`src/rtl/seven_seg_capture_pkg.sv`:
```
// Shared seven-segment constants (active-low, bit0=a .. bit6=g) and capture FSM states.
// The encoder uses the same pattern table, so the two stay in lockstep.
package seven_seg_capture_pkg;

   localparam logic [6:0] SEG_BLANK = 7'h7F;

   localparam logic [6:0] SEG_HEX_0 = 7'h40;
   localparam logic [6:0] SEG_HEX_1 = 7'h79;
   localparam logic [6:0] SEG_HEX_2 = 7'h24;
   localparam logic [6:0] SEG_HEX_3 = 7'h30;
   localparam logic [6:0] SEG_HEX_4 = 7'h19;
   localparam logic [6:0] SEG_HEX_5 = 7'h12;
   localparam logic [6:0] SEG_HEX_6 = 7'h02;
   localparam logic [6:0] SEG_HEX_7 = 7'h78;
   localparam logic [6:0] SEG_HEX_8 = 7'h00;
   localparam logic [6:0] SEG_HEX_9 = 7'h18;
   localparam logic [6:0] SEG_HEX_A = 7'h08;
   localparam logic [6:0] SEG_HEX_B = 7'h03;
   localparam logic [6:0] SEG_HEX_C = 7'h46;
   localparam logic [6:0] SEG_HEX_D = 7'h21;
   localparam logic [6:0] SEG_HEX_E = 7'h06;
   localparam logic [6:0] SEG_HEX_F = 7'h0E;

   typedef enum logic [1:0] {
      IDLE   = 2'd0,
      SETTLE = 2'd1,
      HELD   = 2'd2
   } capture_state_t;

endpackage

```
`src/rtl/seven_seg_pattern_decoder.sv`:
```
// Combinational inverse of the hex-to-segment encoder: pattern -> nibble, legal and blank flags.
module seven_seg_pattern_decoder
   import seven_seg_capture_pkg::*;
(
   input  logic [6:0] i_seg,
   output logic [3:0] o_nibble,
   output logic       o_isLegal,
   output logic       o_isBlank
);

   always_comb begin
      o_nibble  = '0;
      o_isLegal = 1'b1;
      case (i_seg)
         SEG_HEX_0: o_nibble = 4'h0;
         SEG_HEX_1: o_nibble = 4'h1;
         SEG_HEX_2: o_nibble = 4'h2;
         SEG_HEX_3: o_nibble = 4'h3;
         SEG_HEX_4: o_nibble = 4'h4;
         SEG_HEX_5: o_nibble = 4'h5;
         SEG_HEX_6: o_nibble = 4'h6;
         SEG_HEX_7: o_nibble = 4'h7;
         SEG_HEX_8: o_nibble = 4'h8;
         SEG_HEX_9: o_nibble = 4'h9;
         SEG_HEX_A: o_nibble = 4'hA;
         SEG_HEX_B: o_nibble = 4'hB;
         SEG_HEX_C: o_nibble = 4'hC;
         SEG_HEX_D: o_nibble = 4'hD;
         SEG_HEX_E: o_nibble = 4'hE;
         SEG_HEX_F: o_nibble = 4'hF;
         default:   o_isLegal = 1'b0;
      endcase
   end

   assign o_isBlank = (i_seg == SEG_BLANK);

endmodule

```
`src/rtl/seven_seg_capture.sv`:
```
// Reads back a multiplexed active-low seven-segment bus: each (select, pattern) pair is
// committed once after a stable dwell, building per-digit nibbles plus frame/error pulses.
module seven_seg_capture
   import seven_seg_capture_pkg::*;
#(
   parameter int unsigned NUM_DIGITS    = 4,
   parameter int unsigned STABLE_CYCLES = 4
)(
   input  logic                    clock,
   input  logic                    resetn,
   input  logic [6:0]              segIn,
   input  logic [NUM_DIGITS-1:0]   digitSel,
   output logic [4*NUM_DIGITS-1:0] value,
   output logic [NUM_DIGITS-1:0]   digitValid,
   output logic                    frameValid,
   output logic                    patternError,
   output logic                    selError
);

   localparam int unsigned      CNT_W      = $clog2(STABLE_CYCLES + 1);
   localparam logic [CNT_W-1:0] CNT_ONE    = CNT_W'(1);
   localparam logic [CNT_W-1:0] CNT_COMMIT = CNT_W'(STABLE_CYCLES - 1);
   localparam logic [CNT_W-1:0] CNT_FULL   = CNT_W'(STABLE_CYCLES);

   capture_state_t              r_state;
   capture_state_t              w_stateNext;
   logic [CNT_W-1:0]            r_stableCnt;
   logic [CNT_W-1:0]            w_stableCntNext;
   logic [6:0]                  r_prevSeg;
   logic [NUM_DIGITS-1:0]       r_prevSel;
   logic                        w_match;
   logic                        w_commit;
   logic                        w_multiSel;
   logic                        w_anySel;
   logic [NUM_DIGITS-1:0]       w_seenNext;

   logic [4*NUM_DIGITS-1:0]     r_value;
   logic [NUM_DIGITS-1:0]       r_digitValid;
   logic [NUM_DIGITS-1:0]       r_seenMask;
   logic                        r_frameValid;
   logic                        r_patternError;
   logic                        r_selError;

   logic [3:0]                  w_nibble;
   logic                        w_isLegal;
   logic                        w_isBlank;

   seven_seg_pattern_decoder u_decoder (
      .i_seg     (segIn),
      .o_nibble  (w_nibble),
      .o_isLegal (w_isLegal),
      .o_isBlank (w_isBlank)
   );

   assign w_match    = (segIn == r_prevSeg) && (digitSel == r_prevSel);
   assign w_anySel   = |digitSel;
   // Clearing the lowest set bit leaves something only if two or more bits were set.
   assign w_multiSel = |(digitSel & (digitSel - NUM_DIGITS'(1)));
   assign w_seenNext = r_seenMask | digitSel;

   always_ff @(posedge clock or negedge resetn) begin
      if (!resetn) begin
         r_state     <= IDLE;
         r_stableCnt <= '0;
         r_prevSeg   <= '0;
         r_prevSel   <= '0;
      end else begin
         r_state     <= w_stateNext;
         r_stableCnt <= w_stableCntNext;
         r_prevSeg   <= segIn;
         r_prevSel   <= digitSel;
      end
   end

   always_comb begin
      w_stateNext     = r_state;
      w_stableCntNext = r_stableCnt;
      w_commit        = 1'b0;
      case (r_state)
         IDLE: begin
            w_stateNext     = SETTLE;
            w_stableCntNext = CNT_ONE;
         end
         SETTLE: begin
            if (!w_match) begin
               w_stableCntNext = CNT_ONE;
            end else if (r_stableCnt >= CNT_COMMIT) begin
               w_commit        = 1'b1;
               w_stateNext     = HELD;
               w_stableCntNext = CNT_FULL;
            end else begin
               w_stableCntNext = r_stableCnt + CNT_ONE;
            end
         end
         HELD: begin
            if (!w_match) begin
               w_stateNext     = SETTLE;
               w_stableCntNext = CNT_ONE;
            end
         end
         default: begin
            w_stateNext     = IDLE;
            w_stableCntNext = '0;
         end
      endcase
   end

   always_ff @(posedge clock or negedge resetn) begin
      if (!resetn) begin
         r_value        <= '0;
         r_digitValid   <= '0;
         r_seenMask     <= '0;
         r_frameValid   <= 1'b0;
         r_patternError <= 1'b0;
         r_selError     <= 1'b0;
      end else begin
         r_frameValid   <= 1'b0;
         r_patternError <= 1'b0;
         r_selError     <= 1'b0;
         if (w_commit) begin
            if (w_multiSel) begin
               r_selError <= 1'b1;
            end else if (w_anySel) begin
               for (int unsigned i = 0; i < NUM_DIGITS; i++) begin
                  if (digitSel[i]) begin
                     if (w_isLegal) begin
                        r_value[4*i +: 4] <= w_nibble;
                     end
                     r_digitValid[i] <= w_isLegal;
                  end
               end
               r_patternError <= !w_isLegal && !w_isBlank;
               if (&w_seenNext) begin
                  r_frameValid <= 1'b1;
                  r_seenMask   <= '0;
               end else begin
                  r_seenMask   <= w_seenNext;
               end
            end
         end
      end
   end

   assign value        = r_value;
   assign digitValid   = r_digitValid;
   assign frameValid   = r_frameValid;
   assign patternError = r_patternError;
   assign selError     = r_selError;

endmodule

```
`config.mk`:
```
export PLATFORM = sky130hd
export DESIGN_NAME = seven_seg_capture
export DESIGN_NICKNAME = d
export VERILOG_FILES = /design/src/rtl/seven_seg_capture_pkg.sv /design/src/rtl/seven_seg_pattern_decoder.sv /design/src/rtl/seven_seg_capture.sv
export SDC_FILE = /design/constraint.sdc
export NUM_CORES = 1
export LEC_CHECK = 0
export BUFFER_PORTS_ARGS = -buffer_cell sky130_fd_sc_hd__clkbuf_2
export CORE_ASPECT_RATIO = 1.25
export CORE_MARGIN = 2
export CORE_UTILIZATION = 45
export CTS_BUF_LIST = sky130_fd_sc_hd__clkbuf_2
export DETAILED_ROUTE_END_ITERATION = 10
export PLACE_DENSITY = 0.77
export SYNTH_ARGS = -nofsm -noshare
export SYNTH_HDL_FRONTEND = slang
export SYNTH_SLANG_ARGS = --single-unit
```
`constraint.sdc`:
```
create_clock -name clock -period 3.5 [get_ports clock]
set_input_delay 1.05 -clock clock [delete_from_list [all_inputs] [get_ports clock]]
set_output_delay 1.05 -clock clock [all_outputs]
set_load 0.05 [all_outputs]
```
==> run summary, run 1 <==
Root Buffer -> clkbuf_2
clk_lat worst skew -> 0.41 ns
Post-CTS Hold Fix Bufs -> 0
Hold Crit Class -> register to register
Sequential Power Share -> 0.640
vias in the first global route -> 1704
Mapped Cells -> 218
multi-input combinational cell area -> 0.00102 mm^2
Tcrit/Tclk final -> 0.771
Yosys top cell area share -> 0.478
register area -> 0.00108 mm^2
P_sw -> 0.213 mW
Finished Layout Cells -> 310
Fin. Hold Viols -> 0
post-synthesis simple-gate area fraction -> 0.186
die area -> 0.00559 mm^2
Reg-to-Reg Start -> r_stableCnt[0]$_DFFE_PN0P_
CP startpoint -> segIn[6]
crit path DAT -> 3.03 ns
final setup fails -> 0
synthesized net count -> 233
Gate power share -> 0.106
post-DR vias/cell -> 5.47
met3 GRT Util -> 0.0339
DPL Wire Length -> 3.20 mm
Synth Area in XOR/XNOR -> 0.0617
ranking of synthesized cells by area -> dfrtp_1 (48%), xor2_1 (5.1%), inv_1 (2.8%), o21ai_1 (2.2%), a21oi_4 (2.2%)
Vias -> 1696
initial DRC count -> 102
Reg2Reg Depth -> 7
Leakage -> 1.16 nW
largest net degree at the start of global routing -> 44
layer with the highest usage -> met2
ys flop type -> dfrtp_1
Setup CP Type -> input pin to register
EDFF count, synth -> 0
met2 usage -> 0.295
Syn. warnings -> 0
row count -> 28
clock buffer count from CTS -> 5
Switching Fraction -> 0.269
DR WL/cell -> 14.3 um
R2R setup slack -> 1.09 ns
crit start category -> input pin
Total GRT Usage -> 0.184
Final TNS setup -> 0 ns
n_diodes -> 0
Worst-path clk slew -> 0.21 ns
CTS tree -> built
TritonRoute pass-1 iters -> 4
Internal -> 0.579 mW
CTS H-tree depth -> 2
critical path peak fanout -> 13
power density of the placed cells -> 320 mW/mm^2
Max rail drop VDD -> 0.186 mV
total gr overflow -> 0
status -> finished, final reports clean
initial antenna violation count -> 0
max-cap violation count -> 0
most common cell in the netlist -> dfrtp_1
Slew Viols, Final -> 0
Critical Path RT -> 3.83 ns
ANT nets after route -> 0
synth unique cells -> 57
mux contribution to synthesized area -> 0.0300
largest area contributor in the netlist -> dfrtp_1
Seq cells post-synth -> 43
layout cells sized above 1 -> 0.240
sequential area share after synthesis -> 0.478
drt total wl -> 4.43 mm
Clk pwr share -> 0.254
fin nets -> 264
Critical Path End -> value[12]$_DFFE_PN0P_
first-pass GRT wire length -> 8.05 mm
Avg Synthesized Cell Area -> 10.3 um^2
Initial Util -> 0.473
Final Skew -> 0.0234 ns
clock buffer depth -> 2
area grow syn2layout -> 10.0%
Remaining DRCs -> 0
largest family of logic cells by synthesized area -> simple AND/OR/NAND/NOR gates
post-CTS setup repair buffer count -> 0
Worst Max-Slew Pin Slew -> 1.03 ns
Post-Synthesis Cell Area -> 0.00225 mm^2
post-CTS sizing -> 0
FILL cells -> 470
met1 Usage GRT -> 0.248
unrepaired setup endpoints after global routing -> false
IO Pins -> 36
asr flop ratio synth -> 1.00
clock sink total -> 43
Max Clk Rate -> 371 MHz
slew margin rel. -> 0.314
port bufs -> 35
compound-cell area share of the yosys netlist -> 0.166
minimum clock period -> 2.70 ns
Core Box Area -> 0.00476 mm^2
adder-cell area share of the yosys netlist -> 0.0111
worst reg2reg path endpoint -> value[12]$_DFFE_PN0P_
list of most frequent post-synthesis cells -> dfrtp_1 (43), inv_1 (17), xor2_1 (13), nor2_1 (12), o21ai_1 (10)
Worst setup EP type -> register
Die Y -> 83.1 um
RePlAce Congestion -> 0.811
Die Width -> 67.3 um
placed cell count -> 302
[state kept, by name, indices dropped and copies added (netlist names)]
register	flops
selError	1
r_state	2
value	16
r_prevSeg	7
frameValid	1
digitValid	4
r_prevSel	4
r_seenMask	4
r_stableCnt	3
patternError	1
[logic make-up after synthesis]
group                    after synthesis
AND/OR/NAND/NOR                       66
multiplexers                           6
flip-flops                            43
adder cells (fa/ha/maj)                2
XOR/XNOR                              15
buffers and inverters                 32
AO/OA/AOI/OAI                         54
[critical path, stage by stage]
cell	delay, ns
clkbuf_2	0.19
xor2_1	0.19
nor4_2	0.30
nand3_2	0.19
or4_4	0.57
a21oi_4	0.18
mux2_1	0.35
[worst min-delay path by stage]
stage / startpoint / cells past startpoint / slack, ns / to
after floorplan: r_state[1]$_DFFE_PN0P_ / 1 / 0.46 / r_stableCnt[0]$_DFFE_PN0P_
after global placement: digitValid[0]$_DFFE_PN0P_ / 1 / 0.46 / digitValid[0]$_DFFE_PN0P_
after detailed placement: digitValid[0]$_DFFE_PN0P_ / 1 / 0.47 / digitValid[0]$_DFFE_PN0P_
after CTS: digitValid[0]$_DFFE_PN0P_ / 1 / 0.51 / digitValid[0]$_DFFE_PN0P_
after global routing: digitValid[0]$_DFFE_PN0P_ / 1 / 0.55 / digitValid[0]$_DFFE_PN0P_
final: digitValid[0]$_DFFE_PN0P_ / 1 / 0.50 / digitValid[0]$_DFFE_PN0P_
[cell usage in the layout, fill, tap and decap left out, types with 4 or more instances in the layout]
master	count
a21boi_1	4
a21o_1	5
a21oi_1	8
clkbuf_2	41
dfrtp_1	43
inv_1	17
nand2_1	7
nand2b_1	7
nand3_1	4
nor2_1	12
nor3_1	9
o21ai_0	7
o21ai_1	10
o22ai_1	4
xor2_1	13
[area by class of cell]
class	instances	area share
clock buffers	6	0.0121
clock inverters	2	0.00303
inverters	18	0.0273
multi-input cells	143	0.413
flip-flops and latches	43	0.434
well taps	60	0.0303
repair buffers	38	0.0798
[power by group through the flow]
stage	Combinational [mW]	Sequential [mW]	Clock [mW]
detailed placement	0.0841	0.516	0
floorplan	0.0558	0.515	0
global route	0.0953	0.508	0.228
CTS	0.0844	0.507	0.207
global placement	0.0824	0.516	0
finish	0.0839	0.507	0.201
[layer usage]
metal	vias up	share of wire
met1	822	0.42
met4	0	0.018
li1	821	-
met2	48	0.50
met3	5	0.056
met5	-	0
[stage by stage]
stage | power (mW) | area, um^2 | hold WS, ns | utilization | worst slack, ns
3_3_place_gp | 0.598 | 2440 | 0.464 | 0.512 | 0.397
5_1_grt | 0.831 | 2480 | 0.551 | 0.520 | 0.666
4_1_cts | 0.798 | 2480 | 0.511 | 0.520 | 0.827
3_5_place_dp | 0.600 | 2440 | 0.470 | 0.512 | 0.356
6_report | 0.792 | 2480 | 0.501 | 0.520 | 0.802
2_1_floorplan | 0.571 | 2250 | 0.458 | - | 0.626
No activity file was read; power rests on OpenSTA's default activity.
==> run 2: changes to the inputs <==
==> constraint.sdc (replaced) <==
create_clock -name clock -period 2.8 [get_ports clock]
set_input_delay 0.84 -clock clock [delete_from_list [all_inputs] [get_ports clock]]
set_output_delay 0.84 -clock clock [all_outputs]
set_load 0.05 [all_outputs]
==> run 2 against run 1 <==
  * Combinational power grew 41%
  * Cell count is 6.5% higher
  * Clock power increased by 28%
  * Hold slack worse by 0.048 ns
  * Via count is 4.3% higher
  * Routed wire length grew 3.9%
  * Final area grew 6.2%
  * Clock-buffer cell count is 1 lower
  * Largest power group unchanged
==> run summary, run 2 (synthesized netlist as in run 1, its figures left out) <==
unrepaired setup endpoints after global routing -> false
Sequential Power Share -> 0.628
RePlAce Congestion -> 0.955
initial antenna violation count -> 0
clk_lat worst skew -> 0.40 ns
Fin. Hold Viols -> 0
Crit path max-delay family -> simple AND/OR/NAND/NOR gates
Die Y -> 83.1 um
R2R setup slack -> 0.41 ns
vias in the first global route -> 1704
Post-CTS Hold Fix Bufs -> 0
P_sw -> 0.277 mW
first-pass GRT wire length -> 8.22 mm
Setup CP Type -> register to register
Final Skew -> 0.0119 ns
CTS tree -> built
post-route cell area -> 0.00263 mm^2
slew margin rel. -> 0.623
post-CTS sizing -> 0
Worst setup EP type -> register
Hold Crit Class -> input pin to async pin
Max rail drop VDD -> 0.205 mV
DR WL/cell -> 14.0 um
minimum clock period -> 2.39 ns
CTS H-tree depth -> 2
total gr overflow -> 0
Critical Path RT -> 3.11 ns
row count -> 28
Vias -> 1769
Pwr Total -> 1.01 mW
Remaining DRCs -> 0
pre-CTS worst setup slack -> 0.0422 ns
port bufs -> 35
CP Cell Sequence -> ha_1 -> ha_1 -> a211oi_1 -> or2_1 -> or4_4 -> a21oi_4 -> mux2_1
Top Metal Used -> met4
clock buffer count from CTS -> 5
final setup fails -> 0
post-CTS setup repair buffer count -> 0
ANT nets after route -> 0
met2 wire len -> 2.32 mm
drt total wl -> 4.61 mm
Max Clk Rate -> 418 MHz
max-cap violation count -> 0
layout cells sized above 1 -> 0.304
final worst setup slack -> 0.407 ns
CP max stage cell -> or4_4
clock sink total -> 43
WL met3 -> 200 um
met1 WL -> 2.01 mm
Clk pwr share -> 0.255
fin nets -> 284
critical path peak fanout -> 7
post-DR vias/cell -> 5.36
Tcrit/Tclk final -> 0.855
Slew Viols, Final -> 0
Leakage -> 1.26 nW
Final TNS setup -> 0 ns
Worst-path clk slew -> 0.21 ns
area grow syn2layout -> 16.8%
critical path buffer and inverter count -> 0
Switching Fraction -> 0.274
die area -> 0.00559 mm^2
Worst Max-Slew Pin Slew -> 0.562 ns
most used cell, CP -> ha_1
n_diodes -> 0
max reg flops -> 16
status -> finished, final reports clean
Initial Util -> 0.473
Min Hold Slack -> 0.453 ns
power density of the placed cells -> 384 mW/mm^2
clock buffer depth -> 2
Internal -> 0.732 mW
commonest cells after routing, fill and taps aside -> dfrtp_1 (43), clkbuf_2 (40), buf_4 (23)
most common cell after layout, fill and taps aside -> dfrtp_1
Gate power share -> 0.117
TritonRoute pass-1 iters -> 4
CP peak stage delay -> 0.57 ns
Die Width -> 67.3 um
Total GRT Usage -> 0.191
IO Pins -> 36
Root Buffer -> clkbuf_2
crit start category -> register
initial DRC count -> 150
DPL Wire Length -> 3.42 mm
crit path DAT -> 2.70 ns
Core Box Area -> 0.00476 mm^2
largest net degree at the start of global routing -> 44
placed cell areas -> 0.00259 mm^2
## run 2: worst paths after layout
path                       cells after the start                    endpoint                        from
min in group clock                             1   digitValid[3]$_DFFE_PN0P_   digitValid[3]$_DFFE_PN0P_
max in group asynchronous                      2       value[12]$_DFFE_PN0P_                      resetn
hold / removal                                 2  r_stableCnt[0]$_DFFE_PN0P_                      resetn
setup reg to reg                               7       value[12]$_DFFE_PN0P_  r_stableCnt[0]$_DFFE_PN0P_
hold reg to reg                                1   digitValid[3]$_DFFE_PN0P_   digitValid[3]$_DFFE_PN0P_
setup / recovery                               7       value[12]$_DFFE_PN0P_  r_stableCnt[0]$_DFFE_PN0P_
## run 2: power by group through the flow
stage	clock [mW]	sequential (mW)	combinational [mW]
CTS	0.269	0.634	0.119
global route	0.297	0.636	0.132
global placement	0	0.645	0.117
floorplan	0	0.644	0.0698
detailed placement	0	0.645	0.119
finish	0.258	0.634	0.118
## run 2: layer usage
layer / global-route usage / up-vias
met2: 0.302 / 53
met1: 0.259 / 840
met5: 0 / -
met3: 0.0325 / 5
li1: - / 871
met4: 0.0724 / 0
## run 2: cell type report
class,instances,area [um^2]
inverters,18,67.6
fillers,450,2130
well taps,60,75.1
clock inverters,3,15.0
multi-input cells,143,1020
clock buffers,5,25.0
flip-flops and latches,43,1080
repair buffers,58,348
## run 2: through the flow
| stage | util | instances |
|---|---|---|
| after global placement | 0.544 | 322 |
| after detailed placement | 0.544 | 322 |
| final | 0.552 | 330 |
| after floorplan | - | 218 |
| after CTS | 0.552 | 330 |
| after global routing | 0.552 | 330 |
